### src/rtl/wb_splitter_pkg.sv
// Shared types, defaults and address decode for the Wishbone N-way splitter.
package wb_splitter_pkg;

    localparam logic [31:0] WB_DEFAULT_BASE        = 32'h3000_0000;
    localparam int unsigned WB_DEFAULT_REGION_BITS = 12;

    // Decode is done at a fixed wide width so one function serves any AW up to 64.
    localparam int unsigned DEC_AW    = 64;
    localparam int unsigned DEC_IDX_W = 4;

    typedef enum logic [1:0] {
        IDLE   = 2'd0,
        ACTIVE = 2'd1,
        RESP   = 2'd2
    } state_e;

    typedef struct packed {
        logic                 hit;
        logic [DEC_IDX_W-1:0] idx;
    } dec_t;

    // Map an address onto one of n equal regions starting at base.
    function automatic dec_t wb_decode(
        input logic [DEC_AW-1:0] addr,
        input logic [DEC_AW-1:0] base,
        input int unsigned       region_bits,
        input int unsigned       n
    );
        logic [DEC_AW-1:0] off;
        logic [DEC_AW-1:0] idx_full;
        dec_t              d;
        off      = addr - base;
        idx_full = off >> region_bits;
        d.hit    = (addr >= base) && (idx_full < DEC_AW'(n));
        d.idx    = DEC_IDX_W'(idx_full);
        return d;
    endfunction

endpackage

### src/rtl/wb_splitter_timeout.sv
// Per-transfer watchdog: counts enabled cycles from a clear and flags the last allowed one.
module wb_splitter_timeout #(
    parameter int unsigned TIMEOUT = 255
) (
    input  logic clk,
    input  logic rst_n,
    input  logic clr,
    input  logic en,
    output logic expire_c
);

    localparam int unsigned CW = (TIMEOUT > 0) ? $clog2(TIMEOUT + 1) : 1;

    generate
        if (TIMEOUT == 0) begin : g_off
            // Watchdog disabled: never expires.
            logic unused_tie;
            assign unused_tie = ^{clk, rst_n, clr, en};
            assign expire_c   = 1'b0;
        end else begin : g_on
            logic [CW-1:0] cnt_q;

            // Saturating cycle counter, held at zero while cleared.
            always_ff @(posedge clk or negedge rst_n) begin
                if (!rst_n) begin
                    cnt_q <= '0;
                end else if (clr) begin
                    cnt_q <= '0;
                end else if (en && (cnt_q != CW'(TIMEOUT))) begin
                    cnt_q <= cnt_q + CW'(1);
                end
            end

            assign expire_c = en && (cnt_q == CW'(TIMEOUT - 1));
        end
    endgenerate

endmodule

### src/rtl/wb_splitter_n.sv
// Wishbone classic single-master to N-slave splitter with registered responses,
// unmapped-address error, timeout watchdog and captured fault address.
module wb_splitter_n
    import wb_splitter_pkg::*;
#(
    parameter int unsigned   NUM_SLAVES  = 4,
    parameter int unsigned   AW          = 32,
    parameter int unsigned   DW          = 32,
    parameter logic [AW-1:0] BASE_ADDR   = AW'(WB_DEFAULT_BASE),
    parameter int unsigned   REGION_BITS = WB_DEFAULT_REGION_BITS,
    parameter int unsigned   TIMEOUT     = 255
) (
    input  logic                     wb_clk_i,
    input  logic                     wb_rst_ni,
    input  logic                     wbs_cyc_i,
    input  logic                     wbs_stb_i,
    input  logic                     wbs_we_i,
    input  logic [AW-1:0]            wbs_adr_i,
    input  logic [DW-1:0]            wbs_dat_i,
    input  logic [DW/8-1:0]          wbs_sel_i,
    output logic                     wbs_ack_o,
    output logic                     wbs_err_o,
    output logic [DW-1:0]            wbs_dat_o,
    output logic [AW-1:0]            s_adr_o,
    output logic [DW-1:0]            s_dat_o,
    output logic [DW/8-1:0]          s_sel_o,
    output logic                     s_we_o,
    output logic [NUM_SLAVES-1:0]    s_cyc_o,
    output logic [NUM_SLAVES-1:0]    s_stb_o,
    input  logic [NUM_SLAVES*DW-1:0] s_dat_i,
    input  logic [NUM_SLAVES-1:0]    s_ack_i,
    input  logic [NUM_SLAVES-1:0]    s_err_i,
    output logic                     err_pulse_o,
    output logic [AW-1:0]            err_addr_o
);

    localparam int unsigned IW = (NUM_SLAVES > 1) ? $clog2(NUM_SLAVES) : 1;

    state_e                state_q;
    state_e                state_d;
    dec_t                  dec;
    logic [IW-1:0]         idx_q;
    logic                  sel_ack;
    logic                  sel_err;
    logic [DW-1:0]         sel_dat;
    logic                  tmo_expire_c;
    logic                  take_req;
    logic                  finish;
    logic                  finish_err;
    logic [NUM_SLAVES-1:0] strobe_d;

    // Region decode of the live master address.
    always_comb begin
        dec = wb_decode(DEC_AW'(wbs_adr_i), DEC_AW'(BASE_ADDR), REGION_BITS, NUM_SLAVES);
    end

    // Response and data from the currently selected slave only.
    assign sel_ack = s_ack_i[idx_q];
    assign sel_err = s_err_i[idx_q];
    assign sel_dat = s_dat_i[int'(idx_q) * DW +: DW];

    // Watchdog runs only while a slave is strobed.
    wb_splitter_timeout #(
        .TIMEOUT (TIMEOUT)
    ) u_timeout (
        .clk      (wb_clk_i),
        .rst_n    (wb_rst_ni),
        .clr      (state_q != ACTIVE),
        .en       (state_q == ACTIVE),
        .expire_c (tmo_expire_c)
    );

    // FSM state register.
    always_ff @(posedge wb_clk_i or negedge wb_rst_ni) begin
        if (!wb_rst_ni) begin
            state_q <= IDLE;
        end else begin
            state_q <= state_d;
        end
    end

    // Next state, strobe vector and response qualifiers.
    always_comb begin
        state_d    = state_q;
        take_req   = 1'b0;
        finish     = 1'b0;
        finish_err = 1'b0;
        strobe_d   = '0;
        unique case (state_q)
            IDLE: begin
                if (wbs_cyc_i && wbs_stb_i) begin
                    take_req = 1'b1;
                    if (dec.hit) begin
                        state_d  = ACTIVE;
                        strobe_d = NUM_SLAVES'(1) << dec.idx;
                    end else begin
                        state_d    = RESP;
                        finish     = 1'b1;
                        finish_err = 1'b1;
                    end
                end
            end
            ACTIVE: begin
                // A slave response beats a simultaneous timeout; error beats ack.
                if (sel_ack || sel_err) begin
                    state_d    = RESP;
                    finish     = 1'b1;
                    finish_err = sel_err;
                end else if (tmo_expire_c) begin
                    state_d    = RESP;
                    finish     = 1'b1;
                    finish_err = 1'b1;
                end else if (!wbs_cyc_i) begin
                    state_d = IDLE;
                end else begin
                    strobe_d = NUM_SLAVES'(1) << idx_q;
                end
            end
            RESP: begin
                state_d = IDLE;
            end
            default: begin
                state_d = IDLE;
            end
        endcase
    end

    // Registered broadcast, strobes, master response and fault capture.
    always_ff @(posedge wb_clk_i or negedge wb_rst_ni) begin
        if (!wb_rst_ni) begin
            s_adr_o     <= '0;
            s_dat_o     <= '0;
            s_sel_o     <= '0;
            s_we_o      <= 1'b0;
            s_cyc_o     <= '0;
            s_stb_o     <= '0;
            idx_q       <= '0;
            wbs_ack_o   <= 1'b0;
            wbs_err_o   <= 1'b0;
            wbs_dat_o   <= '0;
            err_pulse_o <= 1'b0;
            err_addr_o  <= '0;
        end else begin
            s_cyc_o     <= strobe_d;
            s_stb_o     <= strobe_d;
            wbs_ack_o   <= finish && !finish_err;
            wbs_err_o   <= finish && finish_err;
            err_pulse_o <= finish && finish_err;
            if (take_req) begin
                s_adr_o <= wbs_adr_i;
                s_dat_o <= wbs_dat_i;
                s_sel_o <= wbs_sel_i;
                s_we_o  <= wbs_we_i;
                idx_q   <= IW'(dec.idx);
            end
            if (finish) begin
                wbs_dat_o <= finish_err ? '0 : sel_dat;
            end
            // A miss errors in the same edge that captures the address.
            if (finish && finish_err) begin
                err_addr_o <= (state_q == IDLE) ? wbs_adr_i : s_adr_o;
            end
        end
    end

endmodule

### config.mk
export PLATFORM = sky130hd
export DESIGN_NAME = wb_splitter_n
export DESIGN_NICKNAME = d
export VERILOG_FILES = /design/src/rtl/wb_splitter_pkg.sv /design/src/rtl/wb_splitter_timeout.sv /design/src/rtl/wb_splitter_n.sv
export SDC_FILE = /design/constraint.sdc
export NUM_CORES = 1
export LEC_CHECK = 0
export CAP_MARGIN = 20
export CORE_MARGIN = 1
export CORE_UTILIZATION = 37
export CTS_CLUSTER_SIZE = 20
export DETAILED_ROUTE_END_ITERATION = 16
export GPL_TIMING_DRIVEN = 0
export PLACE_DENSITY = 0.88
export SLEW_MARGIN = 15
export SYNTH_ARGS = -nofsm -noshare
export SYNTH_HDL_FRONTEND = slang
export SYNTH_SLANG_ARGS = --single-unit
### constraint.sdc
create_clock -name wb_clk_i -period 2.1 [get_ports wb_clk_i]
set_clock_uncertainty 0.05 [all_clocks]
set_input_delay 0.315 -clock wb_clk_i [delete_from_list [all_inputs] [get_ports wb_clk_i]]
set_output_delay 0.315 -clock wb_clk_i [all_outputs]
set_load 0.05 [all_outputs]
# == Yosys cells after proc, flatten, opt, wreduce, memory -nomap -nowiden ==
# Index checks and enable logic that the tools add are counted.
# word_totals
wordCells,66
in_bits,209
output_inout_bits,144
register_bits,151
# classes
n_lt_le_gt_ge,3
reduce_logical,11
mux,29
add_sub_neg,2
shift,3
eq_ne,6
# op_table
cell,n
indexed part select 128 x 8 -> 32 bit,1
2-to-1 mux 32 bit,2
< comparator 52 x 3 -> 1 bit (second input constant),1
subtractor 32 x 30 -> 33 bit (second input constant),1
greater-or-equal comparator 32 x 30 -> 1 bit (second input constant),1
2-to-1 mux 4 bit,5
2-to-1 mux 8 bit,2
2-to-1 mux 2 bit,5
2-to-1 mux 1 bit,9
adder 8 x 1 -> 8 bit (second input constant),1
== test 8 bit (second input constant),1
inequality test 8 bit (second input constant),1
case mux 4 bit (2 select lines),1
logical AND 1 bit,6
binary-select mux 1 bit (select 2 bit),2
inequality test 4 bit (second input constant),1
case mux 1 bit (2 select lines),2
case mux 2 bit (2 select lines),1
left shift 1 x 2 -> 4 bit (first input constant),1
left shift 1 x 4 -> 4 bit (first input constant),1
< comparator 2 x 3 -> 1 bit (second input constant),1
== test 2 x 1 -> 1 bit (second input constant),1
logical NOT 2 bit,1
inequality test 2 x 1 -> 1 bit (second input constant),1
other kinds (5),5

# == Longest topological paths before layout ==
# depth
ltp_word,8
ltp_mapped,9
ltp_nobuf,7

# == Cells and area by module ==
# Synthesis repeated with hierarchy kept, for this count alone.
# hier_totals
cells_unflattened,685
hier_area_um2,7454.6
# modules_own_cells
mod,seq_area_each_um2,cells_per_inst,n_inst,area_per_inst_um2
wb_splitter_n,3528.4,634,1,6954.2
wb_splitter_timeout,200.2,51,1,500.5

# == Worst setup path after synthesis ==
# Ideal clock, no wire load.
# synth_timing
path_kind,register to register
start,register s_adr_o[12] (netlist name)
end,register err_addr_o[0]
setup_slack_ns,-0.329
setup_ns,0.127
stages_incl_launch_ff,8
n_path_buf,2
arrival_time_ns,2.252
required_ns,1.923
synth_period_minus_slack_ns,2.429
path_cell_list,dfrtp_1 buf_6 mux4_2 clkinv_1 a31oi_2 o21bai_4 buf_6 mux2_1
# synth_lines
item,line_no,text
end signal: assignment,wb_splitter_n.sv:161,err_addr_o <= (state_q == IDLE) ? wbs_adr_i : s_adr_o;
end: declaration,wb_splitter_n.sv:34,output logic [AW-1:0] err_addr_o

==> summary.txt <==
Placed design
  • DP Wirelength: 17800 um
  • Count of buffers from port buffering: 352
  • Setup WS pre-CTS: -0.632 ns
  • GPL Wtd Cong: 0.785
  • DP Cell Count: 1103

Cells and area
  • Area growth from synthesis to layout: 67.5%
  • # fillers: 1476
  • Cell Count, Final, Fillers Out: 1153
  • Layout cell share with drive strength beyond 1: 0.344
  • Layout net count: 1090
  • Finished Core Util: 0.642

Die
  • Starting Density: 0.383
  • Total core area: 19000 um^2
  • Rows: 50
  • Die Y-Extent: 142 um
  • Die width: 142 um
  • Die area: 20200 um^2
  • IO Pins: 353

STA
  • Minimum clock period: 2.29 ns
  • RSZ-0062 raised after global routing: yes
  • TNS Setup: -7.59 ns
  • Worst Slack Setup Final: -0.191 ns
  • Setup Viol. Count Final: 69
  • Fin. max-slew vios: 0
  • Slew Limit Headroom: 0.518
  • Final period util: 1.09
  • Slew @ Worst Pin: 0.723 ns
  • Max frequency: 436 MHz
  • Final hold vios: 0

Outcome
  • Outcome: finished, violations left
  • Failing checks: setup timing

CTS
  • CTS H-tree depth: 4
  • CTS tree: built
  • Clock Path Buffers: 2
  • Number of buffers created by CTS: 17
  • Clock root buffer: clkbuf_16
  • Total clock sinks: 149
  • Register clock-pin slew on the reported worst setup and hold paths: 0.07 ns
  • Clk_lat worst skew: 0.42 ns

Synth
  • Syn Inst Count: 490
  • Synth cell types: 41
  • Mean Syn Cell Area: 14.8 um^2
  • Most frequent cell after synthesis: dfrtp_1
  • Top cells by count, synth: 149 x dfrtp_1, 100 x mux2_2, 32 x mux4_2
  • Syn Nets: 701
  • Top-area cell type share of the netlist area: 0.513
  • Post-synth top area cell: dfrtp_1
  • Syn. warnings: 0
  • Dominant cells by area after synthesis: dfrtp_1 51%, mux2_2 15%, mux4_2 9.9%
  • Mapped Area: 7270 um^2
  • Asr flop ratio synth: 1.00
  • Seq cells post-synth: 149
  • Top FF cell, synth: dfrtp_1
  • Sequential area share after synthesis: 0.513
  • Number of synthesized flops with an enable pin: 0

Setup path
  • CP peak stage delay: 0.59 ns
  • Worst-path cell chain: buf_8, mux4_2, clkinv_4, a31oi_4, o21bai_4, buf_12, buf_8, buf_8, mux2_4
  • Crit end category: register
  • Worst-path maximum fanout: 7
  • WP data required: 2.36 ns
  • Most used cell, CP: buf_8
  • CP startpoint kind: register
  • Setup CP Type: register to register
  • CP arrival: 2.55 ns
  • Critical-path top delay cell: mux4_2

GRT
  • Number of global-route vias before repair: 6321
  • Initial antenna violation count: 2
  • Largest net degree at the start of global routing: 79
  • Total grt overflow: 0
  • Tot GR Track Use: 0.236
  • First-pass GRT wire length: 35200 um

Pwr
  • Worst vdd ir: 635 uV
  • Leakage: 4.99 nW
  • PwrDens: 866 nW/um^2

Routing
  • Antenna-violating nets left: 0
  • Total number of vias: 5775
  • Total Wirelength: 24200 um
  • Drt pass-1 iters: 4
  • First DRT Iteration DRCs: 197
  • Drc violations: 0
  • WL/cell: 21.0 um
  • Via density: 5.01

Worst hold path
  • Hold Path Class: input port to async pin

Run
  • Max Cap Viol: 0
## cell usage in the layout (no fill, tap or decap), types with 11 or more instances in the layout
cell type | netlist | layout
clkdlybuf4s50_1 | 0 | 344
dfrtp_1 | 149 | 147
mux2_2 | 100 | 99
mux4_2 | 32 | 32
a22oi_2 | 29 | 29
nor2_2 | 30 | 29
mux2_4 | 0 | 27
clkbuf_16 | 0 | 19
buf_4 | 7 | 18
nand2_1 | 11 | 11
## kinds of logic after synthesis
logic type,count (synthesis),synth area share
mux,163,0.306
buf+inv,49,0.0424
fa+ha+maj,2,0.00344
simple gates,72,0.0558
flops,149,0.513
xor+xnor,3,0.00362
compound gates,52,0.0753
## metal layers
metal	share of wire	vias to the layer above	track usage	wire [um]
met5	0	-	0	0
met4	0.028	0	0.0866	670
met3	0.084	39	0.0841	2040
met2	0.52	248	0.426	12700
met1	0.36	2888	0.252	8840
li1	-	2600	-	-
## through the flow
stage	power (mW)	hold slack (ns)	area [um^2]
after global placement	7.19	0.417	11100
after detailed placement	7.24	0.275	11200
after floorplan	5.70	-0.0306	7280
final	10.5	0.385	12200
after global routing	10.9	0.413	12200
after CTS	10.6	0.402	12000
## worst max-delay path: cells and delay by family (launching register included)
family                 cells  cell delay [ns]
multiplexers               2             0.90
AO/OA/AOI/OAI              2             0.23
buffers and inverters      5             0.60
flip-flops                 1             0.38
## layout make-up
type	count	area [um^2]	area share
timing repair buffer	371	3760	0.309
sequential	149	3730	0.307
multi-input combinational	292	3410	0.280
clock buffer	17	425	0.0350
tap	260	325	0.0267
buffer	40	305	0.0251
clock inverter	15	174	0.0143
inverter	8	35.0	0.00288
antenna	1	2.50	0.000206
## flip-flops by register name (all words and copies together) (netlist names)
signal and cells:
err_addr_o 32, err_pulse_o 1, s_adr_o 32, s_dat_o 32, s_sel_o 4, s_stb_o 4
s_we_o 1, state_q 2, u_timeout.g_on.cnt_q 8, wbs_ack_o 1, wbs_dat_o 32
## worst paths after layout
kind,startpoint,end,slack (ns),cells after the start
min reg2reg,err_addr_o[9],err_addr_o[9],0.45,1
max in group asynchronous,wb_rst_ni,wbs_dat_o[21],0.82,3
max reg2reg,s_adr_o[12],err_addr_o[26],-0.19,9
min,wb_rst_ni,s_adr_o[2],0.39,2
min in group wb_clk_i,wbs_dat_i[13],s_dat_o[13],0.44,2
max,s_adr_o[12],err_addr_o[26],-0.19,9
## where the power goes
part           switching [mW]  internal, mW  leakage [nW]
logic                    2.21          1.72          2.84
clock network            1.41          1.71         0.294
registers               0.237          3.25          1.86
total                    3.86          6.68          4.99
## timing repair
| action | 4_1_cts | 5_1_grt |
|---|---|---|
| hold buffers | 1 | 0 |
| cloned | 1 | 2 |
| hold endpoints to repair | 71 | 0 |
| setup endpoints to repair | 139 | 95 |
| pin swaps | 5 | 5 |
| buffers inserted | 11 | 4 |
| resized for setup | 39 | 29 |
No activity file was read; power rests on OpenSTA's default activity.
